`config.mk`:
```
export PLATFORM = sky130hd
export DESIGN_NAME = bcd_converter
export DESIGN_NICKNAME = d
export VERILOG_FILES = /design/src/rtl/bcd_converter.sv
export SDC_FILE = /design/constraint.sdc
export NUM_CORES = 1
export LEC_CHECK = 0
export BUFFER_PORTS_ARGS = -buffer_cell sky130_fd_sc_hd__buf_2
export CAP_MARGIN = 20
export CORE_ASPECT_RATIO = 0.9
export CORE_MARGIN = 2
export CORE_UTILIZATION = 59
export CTS_BUF_LIST = sky130_fd_sc_hd__clkbuf_4 sky130_fd_sc_hd__clkbuf_8
export CTS_CLUSTER_DIAMETER = 40
export DETAILED_ROUTE_END_ITERATION = 6
export GPL_TIMING_DRIVEN = 0
export PLACE_DENSITY = 0.83
export SKIP_CTS_REPAIR_TIMING = 1
export SLEW_MARGIN = 5
export SYNTH_ARGS = -nofsm -noshare
export SYNTH_HDL_FRONTEND = slang
export SYNTH_SLANG_ARGS = --single-unit
```
`constraint.sdc`:
```
create_clock -name clk -period 2.5 [get_ports clk]
set_clock_uncertainty 0.2 [all_clocks]
set_input_delay 0.125 -clock clk [delete_from_list [all_inputs] [get_ports clk]]
set_output_delay 0.125 -clock clk [all_outputs]
set_load 0.02 [all_outputs]
```
`src/rtl/bcd_converter.sv`:
```
// Sequential 32-bit binary to 10-digit BCD converter (double-dabble, one bit per clock).
// Define BCD_CONVERTER_BLANK_EN to output leading zero digits as 4'hF (blank).
module bcd_converter (
  input  logic        clk,
  input  logic        reset,
  input  logic        start,
  input  logic [31:0] value,
  output logic        busy,
  output logic        done,
  output logic [39:0] bcd,
  output logic [3:0]  ndigits
);

  typedef enum logic [1:0] {
    IDLE   = 2'd0,
    SHIFT  = 2'd1,
    FINISH = 2'd2
  } state_t;

  state_t      state_q, state_d;
  logic [31:0] bin_q, bin_d;
  logic [39:0] scratch_q, scratch_d;
  logic [4:0]  cnt_q, cnt_d;
  logic        busy_q, busy_d;
  logic        done_q, done_d;
  logic [39:0] bcd_q, bcd_d;
  logic [3:0]  ndigits_q, ndigits_d;
  logic [39:0] adj_s;
  logic [3:0]  nsig_s;

  // Add 3 to every nibble that is 5 or more, all judged on the pre-shift value.
  function automatic logic [39:0] add3_all(input logic [39:0] s);
    logic [39:0] r;
    r = s;
    for (int i = 0; i < 10; i++) begin
      if (s[4*i +: 4] >= 4'd5) begin
        r[4*i +: 4] = s[4*i +: 4] + 4'd3;
      end else begin
        r[4*i +: 4] = s[4*i +: 4];
      end
    end
    return r;
  endfunction

  function automatic logic [3:0] sig_digits(input logic [39:0] s);
    logic [3:0] n;
    n = 4'd1;
    for (int i = 0; i < 10; i++) begin
      if (s[4*i +: 4] != 4'd0) begin
        n = 4'(i + 1);
      end else begin
        n = n;
      end
    end
    return n;
  endfunction

  function automatic logic [39:0] format_digits(input logic [39:0] s, input logic [3:0] n);
    logic [39:0] r;
    r = s;
`ifdef BCD_CONVERTER_BLANK_EN
    for (int i = 1; i < 10; i++) begin
      if (4'(i) >= n) begin
        r[4*i +: 4] = 4'hF;
      end else begin
        r[4*i +: 4] = s[4*i +: 4];
      end
    end
`else
    if (n == 4'd0) begin
      r = 40'h0;
    end else begin
      r = s;
    end
`endif
    return r;
  endfunction

  assign adj_s  = add3_all(scratch_q);
  assign nsig_s = sig_digits(scratch_q);

  always_comb begin
    state_d   = state_q;
    bin_d     = bin_q;
    scratch_d = scratch_q;
    cnt_d     = cnt_q;
    busy_d    = busy_q;
    done_d    = 1'b0;
    bcd_d     = bcd_q;
    ndigits_d = ndigits_q;
    case (state_q)
      IDLE: begin
        if (start) begin
          bin_d     = value;
          scratch_d = 40'h0;
          cnt_d     = 5'd0;
          busy_d    = 1'b1;
          state_d   = SHIFT;
        end else begin
          state_d   = IDLE;
        end
      end
      SHIFT: begin
        {scratch_d, bin_d} = {adj_s, bin_q} << 1;
        cnt_d = cnt_q + 5'd1;
        if (cnt_q == 5'd31) begin
          state_d = FINISH;
        end else begin
          state_d = SHIFT;
        end
      end
      FINISH: begin
        bcd_d     = format_digits(scratch_q, nsig_s);
        ndigits_d = nsig_s;
        done_d    = 1'b1;
        busy_d    = 1'b0;
        state_d   = IDLE;
      end
      default: begin
        busy_d  = 1'b0;
        state_d = IDLE;
      end
    endcase
  end

  always_ff @(posedge clk) begin
    if (reset) begin
      state_q   <= IDLE;
      bin_q     <= 32'h0;
      scratch_q <= 40'h0;
      cnt_q     <= 5'd0;
      busy_q    <= 1'b0;
      done_q    <= 1'b0;
      bcd_q     <= 40'h0;
      ndigits_q <= 4'd1;
    end else begin
      state_q   <= state_d;
      bin_q     <= bin_d;
      scratch_q <= scratch_d;
      cnt_q     <= cnt_d;
      busy_q    <= busy_d;
      done_q    <= done_d;
      bcd_q     <= bcd_d;
      ndigits_q <= ndigits_d;
    end
  end

  assign busy    = busy_q;
  assign done    = done_q;
  assign bcd     = bcd_q;
  assign ndigits = ndigits_q;

endmodule

```
After elaboration in Yosys (flattened, before gate mapping)
Cells that the tools add are included.
- output and inout bits: 46
- word-level logic and storage cells: 80
- register bits after elaboration: 125
- input port bits: 35
- eq/ne operators: 4
- multiplexer cells: 32
- order comparisons: 10
- bitwise logic cells: 1
- reduce and logical (&&, ||, !) cells: 14
- add/subtract/negate cells: 11
- operators with widths (kind ; count):
    40-bit 2-to-1 mux ; 2
    40-bit one-hot mux with 2 select lines ; 1
    4-bit 2-to-1 mux ; 17
    32-bit one-hot mux with 2 select lines ; 1
    4-bit by 3-bit greater-or-equal comparator with 1-bit output, second input constant ; 10
    4-bit by 2-bit adder with 4-bit output, second input constant ; 9
    4-bit nonzero test ; 9
    32-bit 2-to-1 mux ; 1
    5-bit one-hot mux with 2 select lines ; 1
    5-bit by 1-bit adder with 5-bit output, second input constant ; 1
    5-bit == test, second input constant ; 1
    5-bit 2-to-1 mux ; 1
    4-bit logical NOT ; 1
    2-bit 2-to-1 mux ; 2
    2-bit one-hot mux with 2 select lines ; 1
    2-bit AND reduction ; 2
    3-bit by 2-bit adder with 3-bit output, second input constant ; 1
    1-bit 2-to-1 mux ; 3
    3-bit 2-to-1 mux ; 1
    2-bit by 1-bit == test with 1-bit output, second input constant ; 1
    2-bit == test, second input constant ; 1
    2-bit logical NOT ; 1
    2-bit inequality test, second input constant ; 1
    1-bit one-hot mux with 2 select lines ; 1
    other kinds (2) ; 2

Logic depth before layout (Yosys ltp)
Gate-level depths: netlist of run 1.
- word-level depth: 12
- mapped depth: 7
- gate-level depth less buffers: 6

Least setup slack after synthesis of run 1
No wires, ideal clock.
- path kind: register to register
- start: register scratch_q[8]
- end: register ndigits_q[0] (netlist: ndigits[0])
- data required time: 2.184 ns
- path slack: 0.649 ns
- arrival time: 1.535 ns
- cell stages (with the launch flop): 7
- path buffers: 0
- clock period less this slack: 1.851 ns
- setup time: 0.116 ns
- cells stage by stage: dfxtp_1 -> inv_1 -> ha_1 -> or3b_2 -> o211ai_1 -> nand3_1 -> a31o_2
- word-level cells in the longest chain between the ends: 9
- RTL lines (item ; line ; RTL):
    from (decl) ; 22 ; logic [39:0] scratch_q, scratch_d;
    from (signal assigned) ; 139 ; scratch_q <= scratch_d;
    4-bit nonzero test ; 49 ; if (s[4*i +: 4] != 4'd0) begin
    4-bit 2-to-1 mux (8 in series) ; 49 ;
    to (signal assigned) ; 144 ; ndigits_q <= ndigits_d;
    to (decl) ; 27 ; logic [3:0] ndigits_q, ndigits_d;
Every way passes these cells.
A chain may end at the register's enable or synchronous reset.

Worst setup path after layout of run 1
- start: register scratch_q[33]
- end: register ndigits_q[1] (netlist: ndigits[1])
- word-level cells in the longest chain between the ends: 3
- RTL lines (item ; line):
    4-bit nonzero test ; 49
    4-bit 2-to-1 mux (2 in series) ; 49
Every way passes these cells.

==> flow_summary.json, run 1 <==
{
  "rr_startpoint": "scratch_q[33]",
  "cp.required_ns": 2.67,
  "crit_slowest_cell": "or3b_4",
  "hold_viol_final": 0,
  "design_area_um2": 7020,
  "finalCriticalPeriod_ns": 2.07,
  "synth.avg_cell_area_um2": 8.14,
  "routed_via_density": 5.69,
  "layout_commonest_cell": "dfxtp_1",
  "drv_slew": 0,
  "async_flop_share": 0,
  "initial_utilization": 0.600,
  "worst_path_largest_cell_delay_ns": 0.42,
  "status": "complete, no violations",
  "cts_buffers": 17,
  "cp_max_fo": 4,
  "p_sw_frac": 0.261,
  "cp-end-kind": "register",
  "layout_common_cells": "125 x dfxtp_1, 105 x nor2_1, 94 x nand2_1",
  "tritoncts": "done",
  "ant_nets": 0,
  "wl_per_cell_um": 15.5,
  "path_class": "reg -> reg",
  "die-area_um2": 10500,
  "p_comb_frac": 0.084,
  "synth_cells": 702,
  "crit_chain": "inv_1, ha_1, or3b_4, nor4b_4, o21ai_2, a211oi_2",
  "maxCapViolations": 0,
  "clock_path_buffers": 2,
  "clkTransAtPathRegs_ns": 0.09,
  "critical-path-top-delay-family": "simple AND/OR/NAND/NOR gates",
  "p_switching_mw": 1.14,
  "hold_path_end": "bin_q[0]",
  "hold_path.class": "in -> reg",
  "cp-startpoint": "scratch_q[33]",
  "cellLeakagePower_nw": 2.96,
  "pwr-share-seq": 0.474,
  "clock_latency_ns": 0.45,
  "fin_crit_sh": 0.827,
  "r2r_end": "ndigits[1]",
  "gr-usage-met2": 0.463,
  "placedCellCount": 907,
  "r2r_slack_ns": 0.43,
  "hp-start": "start",
  "rsz0062_at_grt": "false",
  "grtUsageMet3": 0.0617,
  "fillers": 698,
  "dr.pass1.iters": 5,
  "first_global_vias": 5156,
  "drc_errors": 0,
  "synth_edf_count": 0,
  "worstMarginPinSlew_ns": 0.605,
  "h-tree-depth": 4,
  "finish.utilization": 0.736,
  "p_per_area_nw_per_um2": 623,
  "yosysSeqAreaShare": 0.438,
  "fp-row-count": 34,
  "dr_total_vias": 5527,
  "clock-sinks": 125,
  "worstPathArrival_ns": 2.24,
  "place_area_um2": 6270,
  "synth_fp_nets": 759,
  "path_buf_inv": 1,
  "gp_congestion": 0.823,
  "setup_tns_ns": 0,
  "synth_seq_cells": 125,
  "port_buffers": 79,
  "internal-power_mw": 3.23,
  "relSlewSlack": 0.596,
  "drtIter0Drc": 372,
  "synth_area_um2": 5710,
  "cts_root_buffer": "clkbuf_8",
  "final_nets": 889,
  "cp-start-kind": "register",
  "diodes": 0,
  "die_w_um": 108,
  "antenna_found_initial": 0,
  "dp_hpwl_mm": 9.72,
  "yosys_warnings": 0,
  "core_um2": 9530,
  "synthFlopType": "dfxtp_1",
  "fmax_ghz": 0.483,
  "hold_depth": 5,
  "ys_types": 45,
  "grt_overflow": 0,
  "pwr-share-clk": 0.443,
  "grt_pass1_wl_mm": 23.6,
  "grt_max_degree": 17,
  "drive_gt1_frac": 0.162,
  "use_met1": 0.356,
  "grt.busiest_layer": "met2",
  "setup_viol": 0,
  "final_cells": 971,
  "groute.usage.overall": 0.281,
  "wl_mm": 15.1,
  "rr_worst_depth": 6,
  "ioPinCount": 81,
  "die_y_um": 97.4,
  "ir_worst_vdd_v": 0.000432,
  "syn2layout_area_growth_pct": 22.8
}
## cells in the mapped netlist, types with 3 or more instances
library cell  number  share of area
dfxtp_1          125           0.44
nor3b_1           10          0.013
a2bb2oi_1         28          0.043
nand2b_1          14          0.015
nor2_1           105          0.069
or3_1              6         0.0066
ha_1              22          0.048
xnor2_1           10          0.015
and2_1             4         0.0044
a22o_1            19          0.029
o211ai_1           6         0.0079
o31ai_1            5         0.0066
nor3_1            40          0.035
nand3_1           12          0.011
inv_1             21          0.014
a21oi_1           73          0.064
nand2_1           94          0.062
clkbuf_1          35          0.023
buf_1              3         0.0020
o21ai_0           18          0.016
buf_2             12          0.011
mux2i_1           10          0.018
a22oi_1            4         0.0053
## flip-flops by register name (all words and copies together) (netlist names)
| signal | cells |
|---|---|
| ndigits | 4 |
| done | 1 |
| bcd | 40 |
| busy | 1 |
| bin_q | 32 |
| scratch_q | 40 |
| state_q | 2 |
| cnt_q | 5 |
## cell families (layout without fill, tap and decap cells)
kind of cell,Yosys count,count (layout),synth area share
AO/OA/AOI/OAI,165,165,0.191
XOR/XNOR,11,11,0.0169
adder cells (fa/ha/maj),22,22,0.0482
buffers and inverters,72,215,0.0506
flip-flops,125,125,0.438
multiplexers,11,11,0.0195
AND/OR/NAND/NOR,296,296,0.236
## metal layers
metal  part of all wire  vias up  wire (µm)
li1                   -     2669          -
met1               0.42     2604       6350
met2               0.49      206       7350
met3              0.062       48        943
met4              0.029        0        442
met5                  0        -          0
## final cells by class
type                            instances  area, µm²  share of cell area
Multi-Input combinational cell        505       2920               0.416
Sequential cell                       125       2500               0.357
Timing Repair Buffer                  111        716               0.102
Clock buffer                           18        248              0.0353
Buffer                                 51        210              0.0300
Clock inverter                         14        183              0.0260
Tap cell                              126        158              0.0225
Inverter                               21       78.8              0.0112
## metrics by stage
| stage | setup WS (ns) | hold WS [ns] | power, mW |
|---|---|---|---|
| floorplan | 0.649 | 0.0875 | 2.33 |
| detailed placement | 0.459 | 0.216 | 2.43 |
| finish | 0.431 | 0.0164 | 4.37 |
| CTS | 0.428 | -0.250 | 4.32 |
| global route | 0.315 | 0.0201 | 4.50 |
| global placement | 0.521 | 0.212 | 2.42 |
## worst max-delay path by stage
stage                             to  depth (start not counted)
after global routing      ndigits[1]                          6
after detailed placement  ndigits[1]                          6
after global placement    ndigits[1]                          6
after floorplan           ndigits[0]                          6
after CTS                 ndigits[1]                          6
final                     ndigits[1]                          6
## worst reg2reg max path, delay by kind of cell, from the launching register on
family | cells | cell delay, ns
flops | 1 | 0.35
buf+inv | 1 | 0.11
simple gates | 2 | 0.78
compound gates | 2 | 0.32
fa+ha+maj | 1 | 0.23
## power by group through the flow
| stage | clock, mW | combinational, mW | sequential, mW |
|---|---|---|---|
| 6_report | 1.94 | 0.366 | 2.07 |
| 5_1_grt | 2.02 | 0.397 | 2.08 |
| 4_1_cts | 1.93 | 0.317 | 2.07 |
| 3_5_place_dp | 0 | 0.314 | 2.11 |
| 3_3_place_gp | 0 | 0.303 | 2.11 |
| 2_1_floorplan | 0 | 0.221 | 2.11 |
Note: power is estimated with default switching activity, not from simulation.
==> run 2, diff against run 1 <==
==> constraint.sdc (replaced) <==
create_clock -name clk -period 2 [get_ports clk]
set_clock_uncertainty 0.2 [all_clocks]
set_input_delay 0.1 -clock clk [delete_from_list [all_inputs] [get_ports clk]]
set_output_delay 0.1 -clock clk [all_outputs]
set_load 0.02 [all_outputs]
==> flow_summary.json, run 2 (same netlist as run 1, synthesis figures left out) <==
{
  "cp-start-kind": "register",
  "dr_total_vias": 5590,
  "cts_root_buffer": "clkbuf_8",
  "p_sw_frac": 0.262,
  "clock_path_buffers": 2,
  "drc_errors": 0,
  "p_comb_frac": 0.085,
  "fin_ws_ns": 0.0327,
  "grt_pass1_wl_mm": 23.6,
  "finalCriticalPeriod_ns": 1.97,
  "syn2layout_area_growth_pct": 24.4,
  "fp-row-count": 34,
  "worstMarginPinSlew_ns": 0.592,
  "clock_latency_ns": 0.44,
  "die-area_um2": 10500,
  "pwr-share-clk": 0.443,
  "setup_viol": 0,
  "dp_hpwl_mm": 9.72,
  "cp-end-kind": "register",
  "maxCapViolations": 0,
  "seqCellArea_um2": 2510,
  "die_w_um": 108,
  "fmax_ghz": 0.508,
  "die_y_um": 97.4,
  "ant_nets": 0,
  "first_global_vias": 5156,
  "path_class": "reg -> reg",
  "internal-power_mw": 4.04,
  "clock-sinks": 125,
  "fin_crit_sh": 0.984,
  "grt_max_degree": 17,
  "cellLeakagePower_nw": 2.99,
  "timing.hold.ws_ns": 0.0147,
  "r2r_slack_ns": 0.03,
  "finish.utilization": 0.746,
  "wl_per_cell_um": 15.9,
  "p_switching_mw": 1.44,
  "port_buffers": 79,
  "multiInputGateArea_um2": 2980,
  "tritoncts": "done",
  "core_um2": 9530,
  "status": "complete, no violations",
  "drive_gt1_frac": 0.184,
  "groute.usage.overall": 0.281,
  "gp_congestion": 0.823,
  "cts_buffers": 17,
  "hold_path.class": "in -> reg",
  "relSlewSlack": 0.605,
  "dr.pass1.iters": 5,
  "cp.required_ns": 2.16,
  "diodes": 0,
  "pwr-share-seq": 0.472,
  "layout_common_cells": "121 x dfxtp_1, 104 x nor2_1, 94 x nand2_1",
  "ioPinCount": 81,
  "routed_via_density": 5.75,
  "grt_overflow": 0,
  "initial_utilization": 0.600,
  "antenna_found_initial": 0,
  "h-tree-depth": 4,
  "layout_commonest_cell": "dfxtp_1",
  "p_per_area_nw_per_um2": 771,
  "clkTransAtPathRegs_ns": 0.08,
  "wl_mm": 15.5,
  "pre_cts_slack_ns": -0.0411,
  "final_nets": 891,
  "hold_viol_final": 0,
  "fillers": 679,
  "worstPathArrival_ns": 2.13,
  "drv_slew": 0,
  "ir_worst_vdd_v": 0.000541,
  "drtIter0Drc": 379,
  "cp_max_fo": 10
}
-- run 2: cell types whose count changed in the layout (fill, tap and decap cells not counted), moves of 2 or more --
| cell | previous run | this run |
|---|---|---|
| clkbuf_1 | 35 | 31 |
| clkbuf_2 | 0 | 4 |
| dfxtp_1 | 125 | 121 |
| dfxtp_2 | 0 | 3 |
| ha_1 | 22 | 19 |
| ha_4 | 0 | 3 |
| inv_1 | 21 | 18 |
| inv_2 | 0 | 3 |
| nor3b_1 | 10 | 8 |
| nor3b_2 | 0 | 2 |
-- run 2: final cells by class --
type                    count  share of cell area
inverters                  21              0.0111
plain buffers              51              0.0303
clock buffers              18              0.0349
well taps                 126              0.0222
multi-input cells         505               0.420
repair buffers            113               0.103
clock inverters            14              0.0257
flip-flops and latches    125               0.353
-- run 2: critical path, stage by stage (launching register included) --
cell and delay, ns:
dfxtp_1 0.32, buf_2 0.19, nand2b_1 0.13, buf_2 0.27, buf_1 0.46, nand2_1 0.14, a21oi_1 0.20
-- run 2: path summary, 6_finish.rpt --
kind / start / to / cells after the start
worst max-delay path: state_q[0] / bcd[36] / 6
worst min-delay path: start / bin_q[31] / 5
worst max register to register: state_q[0] / bcd[36] / 6
worst min register to register: bcd[23] / bcd[23] / 2
-- run 2: power by group through the flow --
stage | sequential (mW) | clock [mW] | combinational [mW]
floorplan | 2.64 | 0 | 0.276
global route | 2.59 | 2.53 | 0.502
detailed placement | 2.64 | 0 | 0.393
finish | 2.59 | 2.43 | 0.463
global placement | 2.64 | 0 | 0.379
CTS | 2.59 | 2.42 | 0.396
-- run 2: layer usage --
| layer | vias to the layer above | global-route usage | share of wire |
|---|---|---|---|
| met2 | 228 | 0.463 | 0.49 |
| met5 | - | 0 | 0 |
| li1 | 2677 | - | - |
| met4 | 0 | 0.114 | 0.024 |
| met1 | 2645 | 0.356 | 0.42 |
| met3 | 40 | 0.0617 | 0.062 |
-- run 2: stage by stage --
| stage | area, µm² | instances | setup TNS (ns) | power (mW) |
|---|---|---|---|---|
| finish | 7110 | 973 | 0 | 5.48 |
| global route | 7110 | 973 | -0.109 | 5.63 |
| CTS | 6700 | 939 | -0.0950 | 5.40 |
| detailed placement | 6270 | 907 | -0.0411 | 3.04 |
| global placement | 6270 | 907 | 0 | 3.02 |
| floorplan | 5710 | 702 | 0 | 2.91 |
